File: src/rtl/fetch_pkg.sv
`default_nettype none
// -----------------------------------------------------------------------------
// fetch_pkg : shared entry type and sizing helper for the instruction fetch unit
// Rev 1.0
// -----------------------------------------------------------------------------
package fetch_pkg;

  localparam int unsigned INSTR_BYTES = 4;

  typedef struct packed {
    logic [31:0] pc;
    logic [31:0] instr;
  } fetch_entry_t;

  // Counters must hold the value DEPTH itself, hence one bit above the index width.
  function automatic int unsigned cnt_width(input int unsigned depth);
    return $clog2(depth) + 1;
  endfunction

endpackage
`default_nettype wire

File: src/rtl/fetch_fifo.sv
`default_nettype none
// -----------------------------------------------------------------------------
// fetch_fifo : DEPTH-entry synchronous prefetch FIFO; flush overrides push/pop
// Rev 1.0
// -----------------------------------------------------------------------------
module fetch_fifo
  import fetch_pkg::*;
#(
  parameter int unsigned DEPTH = 4,
  parameter type ENTRY_T = fetch_entry_t
) (
  input  logic                   clk,
  input  logic                   rstf,
  input  logic                   push,
  input  ENTRY_T                 wr_data,
  input  logic                   pop,
  input  logic                   flush,
  output ENTRY_T                 rd_data,
  output logic [$clog2(DEPTH):0] count,
  output logic                   empty
);

  localparam int unsigned AW = $clog2(DEPTH);
  localparam int unsigned CW = cnt_width(DEPTH);

  ENTRY_T        mem_q [DEPTH];
  logic [AW-1:0] rd_ptr_q, rd_ptr_d;
  logic [AW-1:0] wr_ptr_q, wr_ptr_d;
  logic [CW-1:0] count_q, count_d;
  logic          do_push;
  logic          do_pop;

  always_comb begin
    do_push  = push & ~flush;
    do_pop   = pop & (count_q != '0) & ~flush;
    rd_ptr_d = rd_ptr_q;
    wr_ptr_d = wr_ptr_q;
    count_d  = count_q;
    if (flush) begin
      rd_ptr_d = '0;
      wr_ptr_d = '0;
      count_d  = '0;
    end else begin
      if (do_push) wr_ptr_d = wr_ptr_q + AW'(1);
      if (do_pop)  rd_ptr_d = rd_ptr_q + AW'(1);
      count_d = count_q + CW'(do_push) - CW'(do_pop);
    end
  end

  always_ff @(posedge clk or negedge rstf) begin
    if (!rstf) begin
      rd_ptr_q <= '0;
      wr_ptr_q <= '0;
      count_q  <= '0;
    end else begin
      rd_ptr_q <= rd_ptr_d;
      wr_ptr_q <= wr_ptr_d;
      count_q  <= count_d;
    end
  end

  // Storage needs no reset: nothing is read out while count is zero.
  always_ff @(posedge clk) begin
    if (do_push) mem_q[wr_ptr_q] <= wr_data;
  end

  assign rd_data = mem_q[rd_ptr_q];
  assign count   = count_q;
  assign empty   = (count_q == '0);

endmodule
`default_nettype wire

File: src/rtl/instr_fetch_unit.sv
`default_nettype none
// -----------------------------------------------------------------------------
// instr_fetch_unit : pipelined sequential fetch with prefetch FIFO and redirect flush
// Rev 1.0
// -----------------------------------------------------------------------------
module instr_fetch_unit
  import fetch_pkg::*;
#(
  parameter int unsigned     XLEN     = 32,
  parameter logic [XLEN-1:0] RESET_PC = '0,
  parameter int unsigned     DEPTH    = 4
) (
  input  logic            clk,
  input  logic            rstf,
  output logic [XLEN-1:0] ibus_req_addr,
  output logic            ibus_req_valid,
  input  logic            ibus_req_ready,
  input  logic [XLEN-1:0] ibus_rsp_data,
  input  logic            ibus_rsp_valid,
  output logic [XLEN-1:0] instr,
  output logic [XLEN-1:0] instr_pc,
  output logic            instr_valid,
  input  logic            instr_ready,
  input  logic            redirect_valid,
  input  logic [XLEN-1:0] redirect_pc
);

  localparam int unsigned     CW      = cnt_width(DEPTH);
  localparam logic [XLEN-1:0] STEP    = XLEN'(INSTR_BYTES);
  localparam logic [CW:0]     CREDITS = (CW+1)'(DEPTH);

  typedef struct packed {
    logic [XLEN-1:0] pc;
    logic [XLEN-1:0] instr;
  } entry_t;

  logic [XLEN-1:0] fetch_pc_q, fetch_pc_d;
  logic [XLEN-1:0] rsp_pc_q, rsp_pc_d;
  logic [CW-1:0]   outstanding_q, outstanding_d;
  logic [CW-1:0]   drop_q, drop_d;
  logic [CW-1:0]   fifo_count;
  logic [CW:0]     in_use;
  logic            fifo_empty;
  logic            fifo_push;
  logic            req_fire;
  logic            rsp_keep;
  logic [XLEN-1:0] target_pc;
  entry_t          push_entry;
  entry_t          head_entry;

  // Credits cover both in-flight and buffered words, so a push can never overflow.
  assign in_use         = {1'b0, outstanding_q} + {1'b0, fifo_count};
  assign ibus_req_valid = rstf & ~redirect_valid & (in_use < CREDITS);
  assign ibus_req_addr  = fetch_pc_q;
  assign req_fire       = ibus_req_valid & ibus_req_ready;
  assign rsp_keep       = ibus_rsp_valid & (drop_q == '0);
  assign target_pc      = {redirect_pc[XLEN-1:2], 2'b00};

  always_comb begin
    fetch_pc_d    = fetch_pc_q;
    rsp_pc_d      = rsp_pc_q;
    outstanding_d = outstanding_q + CW'(req_fire) - CW'(ibus_rsp_valid);
    drop_d        = drop_q;
    fifo_push     = 1'b0;
    if (redirect_valid) begin
      // No request fires during a redirect; every still-unanswered word is stale.
      fetch_pc_d = target_pc;
      rsp_pc_d   = target_pc;
      drop_d     = outstanding_d;
    end else begin
      if (req_fire) fetch_pc_d = fetch_pc_q + STEP;
      if (rsp_keep) begin
        rsp_pc_d  = rsp_pc_q + STEP;
        fifo_push = 1'b1;
      end else if (ibus_rsp_valid) begin
        drop_d = drop_q - CW'(1);
      end
    end
  end

  always_ff @(posedge clk or negedge rstf) begin
    if (!rstf) begin
      fetch_pc_q    <= RESET_PC;
      rsp_pc_q      <= RESET_PC;
      outstanding_q <= '0;
      drop_q        <= '0;
    end else begin
      fetch_pc_q    <= fetch_pc_d;
      rsp_pc_q      <= rsp_pc_d;
      outstanding_q <= outstanding_d;
      drop_q        <= drop_d;
    end
  end

  assign push_entry.pc    = rsp_pc_q;
  assign push_entry.instr = ibus_rsp_data;

  fetch_fifo #(
    .DEPTH   (DEPTH),
    .ENTRY_T (entry_t)
  ) u_fifo (
    .clk     (clk),
    .rstf    (rstf),
    .push    (fifo_push),
    .wr_data (push_entry),
    .pop     (instr_ready),
    .flush   (redirect_valid),
    .rd_data (head_entry),
    .count   (fifo_count),
    .empty   (fifo_empty)
  );

  assign instr       = head_entry.instr;
  assign instr_pc    = head_entry.pc;
  assign instr_valid = ~fifo_empty;

endmodule
`default_nettype wire

File: config.mk
export PLATFORM = sky130hd
export DESIGN_NAME = instr_fetch_unit
export DESIGN_NICKNAME = d
export VERILOG_FILES = /design/src/rtl/fetch_pkg.sv /design/src/rtl/fetch_fifo.sv /design/src/rtl/instr_fetch_unit.sv
export SDC_FILE = /design/constraint.sdc
export NUM_CORES = 1
export LEC_CHECK = 0
export CAP_MARGIN = 0
export CORE_AREA = 2 2 174 176
export CTS_CLUSTER_SIZE = 40
export DETAILED_ROUTE_END_ITERATION = 8
export DIE_AREA = 0 0 176 178
export GPL_TIMING_DRIVEN = 0
export PLACE_DENSITY = 0.79
export SYNTH_ARGS = -nofsm -noshare
export SYNTH_HDL_FRONTEND = slang
export SYNTH_SLANG_ARGS = --single-unit
File: constraint.sdc
create_clock -name clk -period 2.7 [get_ports clk]
set_input_delay 0.675 -clock clk [delete_from_list [all_inputs] [get_ports clk]]
set_output_delay 0.675 -clock clk [all_outputs]
set_load 0.05 [all_outputs]
==> impl_metrics.json <==
{
  "status": "finished, final reports clean",
  "grt_pass1_vias": 7876,
  "clkLatencyLatePin_ns": 0.55,
  "yosys.area.top_type": "edfxtp_1",
  "drtAntennaViolNets": 0,
  "drive_gt1_share_pct": 23.2,
  "wl_per_cell_microns": 20.3,
  "crit_top_cell": "buf_12",
  "post-place-ws_ns": -0.973,
  "startpoint_type": "flip-flop",
  "required_ns": 2.03,
  "grt_overflow": 0,
  "finalSetupViolations": 0,
  "synth.cells.most_frequent": "edfxtp_1, dfrtp_1, mux4_2",
  "cts_sinks": 321,
  "cts_max_path_buffers": 3,
  "htreeDepth": 1,
  "relSlewSlack_pct": 54.6,
  "whs_ns": 0.109,
  "clockRootBuffer": "clkbuf_16",
  "ys_seq_elements": 321,
  "worst_slack_ns": 0.0148,
  "cpPeakStageDelay_ns": 0.56,
  "synth_area_sq_um": 13100,
  "path_buf_inv": 3,
  "n_antenna_cell": 0,
  "vias": 7830,
  "antenna_found_initial": 0,
  "hold_path.class": "in2async",
  "place_congestion": 0.870,
  "start_util_pct": 44.6,
  "firstDrtPassIters": 5,
  "rsz0062_at_grt": "true",
  "fp.dieH_microns": 178,
  "cap_violations": 0,
  "power_leakage_nw": 5.81,
  "area_growth_pct": 27.4,
  "numCtsBuffers": 31,
  "dp_hpwl_microns": 18500,
  "coreArea_sq_um": 29400,
  "tns_ns": 0,
  "ir_drop_mv": 0.520,
  "cts_tree": "done",
  "placementRows": 63,
  "synth_top_area_share_pct": 56.8,
  "cp.arrival_ns": 2.01,
  "portBuffers": 161,
  "slew_viol_final": 0,
  "num_io_pins": 168,
  "seq_area_frac_synth_pct": 70.7,
  "final_hold_viol_count": 0,
  "fmax_mhz": 372,
  "die_w_microns": 176,
  "crit_chain": "buf_12 -> buf_12 -> mux4_2 -> buf_6",
  "grt_start_max_net_pins": 61,
  "tightest_slew_ns": 0.678,
  "fin_nets": 1073,
  "syn_avg_cell_area_sq_um": 16.9,
  "via_per_inst": 5.59,
  "crit-reg2reg-launch": "u_fifo.count[2]",
  "synthArstFlopShare_pct": 22.7,
  "path_class": "reg2out",
  "finClkSkew_ns": 0.0134,
  "period_minus_slack_ns": 2.69,
  "setup.worst_path.start": "u_fifo.rd_ptr_q[0]",
  "die_area_sq_um": 31300,
  "clk_pin_slew_ns": 0.07,
  "track_usage_pct": 18.4,
  "end_kind": "primary output",
  "synth_warnings": 0,
  "drtIter0Drc": 592,
  "synth_edf_count": 248,
  "synth.most_common_cell": "edfxtp_1",
  "crit_fanout": 10,
  "period_share_pct": 99.5,
  "grt_pass1_wl_microns": 44300,
  "synth.area.top_cells": "edfxtp_1, dfrtp_1, mux4_2",
  "drcViolationCount": 0,
  "crit_path_top_delay_cell": "mux4_2",
  "routed_wl_microns": 28500,
  "postSynthCellCount": 776,
  "cp_top_family": "multiplexers",
  "synth_cell_type_count": 53,
  "synth_flop_cell": "edfxtp_1",
  "power.density_nw_per_um2": 865
}
## repair_timing
item                                    CTS  global route
gates resized for setup                 448            39
buffers inserted                          4             6
endpoints found under the hold margin    15             0
endpoints found under the setup margin   71            63
pin swaps                                 3             5
hold buffers                              1             0
## registers in the layout, summed over array words and instances (netlist names)
name / cells
u_fifo.mem_q: 248
ibus_req_addr: 30
rsp_pc_q: 30
drop_q: 3
outstanding_q: 3
u_fifo.count: 3
u_fifo.rd_ptr_q: 2
u_fifo.wr_ptr_q: 2
## layout make-up
class | count | area (sq um)
Multi-Input combinational cell | 407 | 3690
Clock inverter | 13 | 136
Sequential cell | 321 | 9280
Fill cell | 2237 | 12700
Buffer | 31 | 284
Clock buffer | 44 | 866
Inverter | 18 | 80.1
Tap cell | 390 | 488
Timing Repair Buffer | 177 | 1880
## layer usage
metal | share of wire [%] | track usage, %
met1 | 43 | 25.6
met2 | 48 | 31.0
met3 | 7.1 | 2.90
met4 | 2.1 | 3.93
met5 | 0 | 0
## cell families after synthesis
logic type	Yosys count	synth area share, %
muxes	66	11.0
other	1	0.0286
AOI/OAI and AO/OA	84	3.90
xor gates and xnor gates	38	2.54
DFF	321	70.7
adders and majority gates	16	1.64
buffers and inverters	51	1.71
and+or+nand+nor	199	8.48
## metrics by stage
stage | utilization (%) | power [W] | std cells | area [sq um]
after floorplan | - | 0.00864 | 779 | 13100
after global placement | 51.8 | 0.00986 | 1330 | 15200
after detailed placement | 52.3 | 0.00992 | 1335 | 15400
after CTS | 56.2 | 0.0144 | 1395 | 16500
after global routing | 56.8 | 0.0150 | 1401 | 16700
final | 56.8 | 0.0145 | 1401 | 16700
## power breakdown
group	internal, W	switching, W	leakage (nW)
combinational	0.00180	0.00250	2.20
clock	0.00250	0.00173	0.487
sequential	0.00564	0.000289	3.13
## path summary, 6_finish.rpt
kind,to,slack [ns],cells past startpoint
max,instr_pc[13],0.01,4
min,ibus_req_addr[24],0.11,2
max reg2reg,drop_q[2],0.09,12
min reg2reg,ibus_req_addr[22],0.58,1
max in group asynchronous,rsp_pc_q[25],1.53,2
min in group clk,ibus_req_addr[22],0.58,1
## layout by cell type (no fill, tap or decap), types with 5 or more instances in the layout
cell / Yosys / routed
o211ai_1: 19 / 19
or3_1: 5 / 5
clkbuf_16: 0 / 32
buf_4: 4 / 15
nor2_1: 28 / 28
and3_1: 14 / 14
ha_1: 14 / 11
nand4_1: 21 / 21
dfrtp_1: 73 / 71
xor2_1: 27 / 27
nand3_1: 35 / 35
inv_1: 16 / 14
clkbuf_1: 18 / 17
clkinv_1: 1 / 6
xnor2_1: 11 / 10
and2_1: 9 / 5
o21ai_0: 31 / 30
mux4_2: 62 / 62
clkdlybuf4s50_1: 0 / 96
buf_12: 0 / 7
buf_16: 0 / 5
a21oi_1: 8 / 8
buf_2: 8 / 6
o311ai_0: 6 / 6
nand2_1: 57 / 57
o21ai_1: 12 / 13
edfxtp_1: 248 / 248
buf_6: 1 / 58
Power figures use the tool's default switching activity.
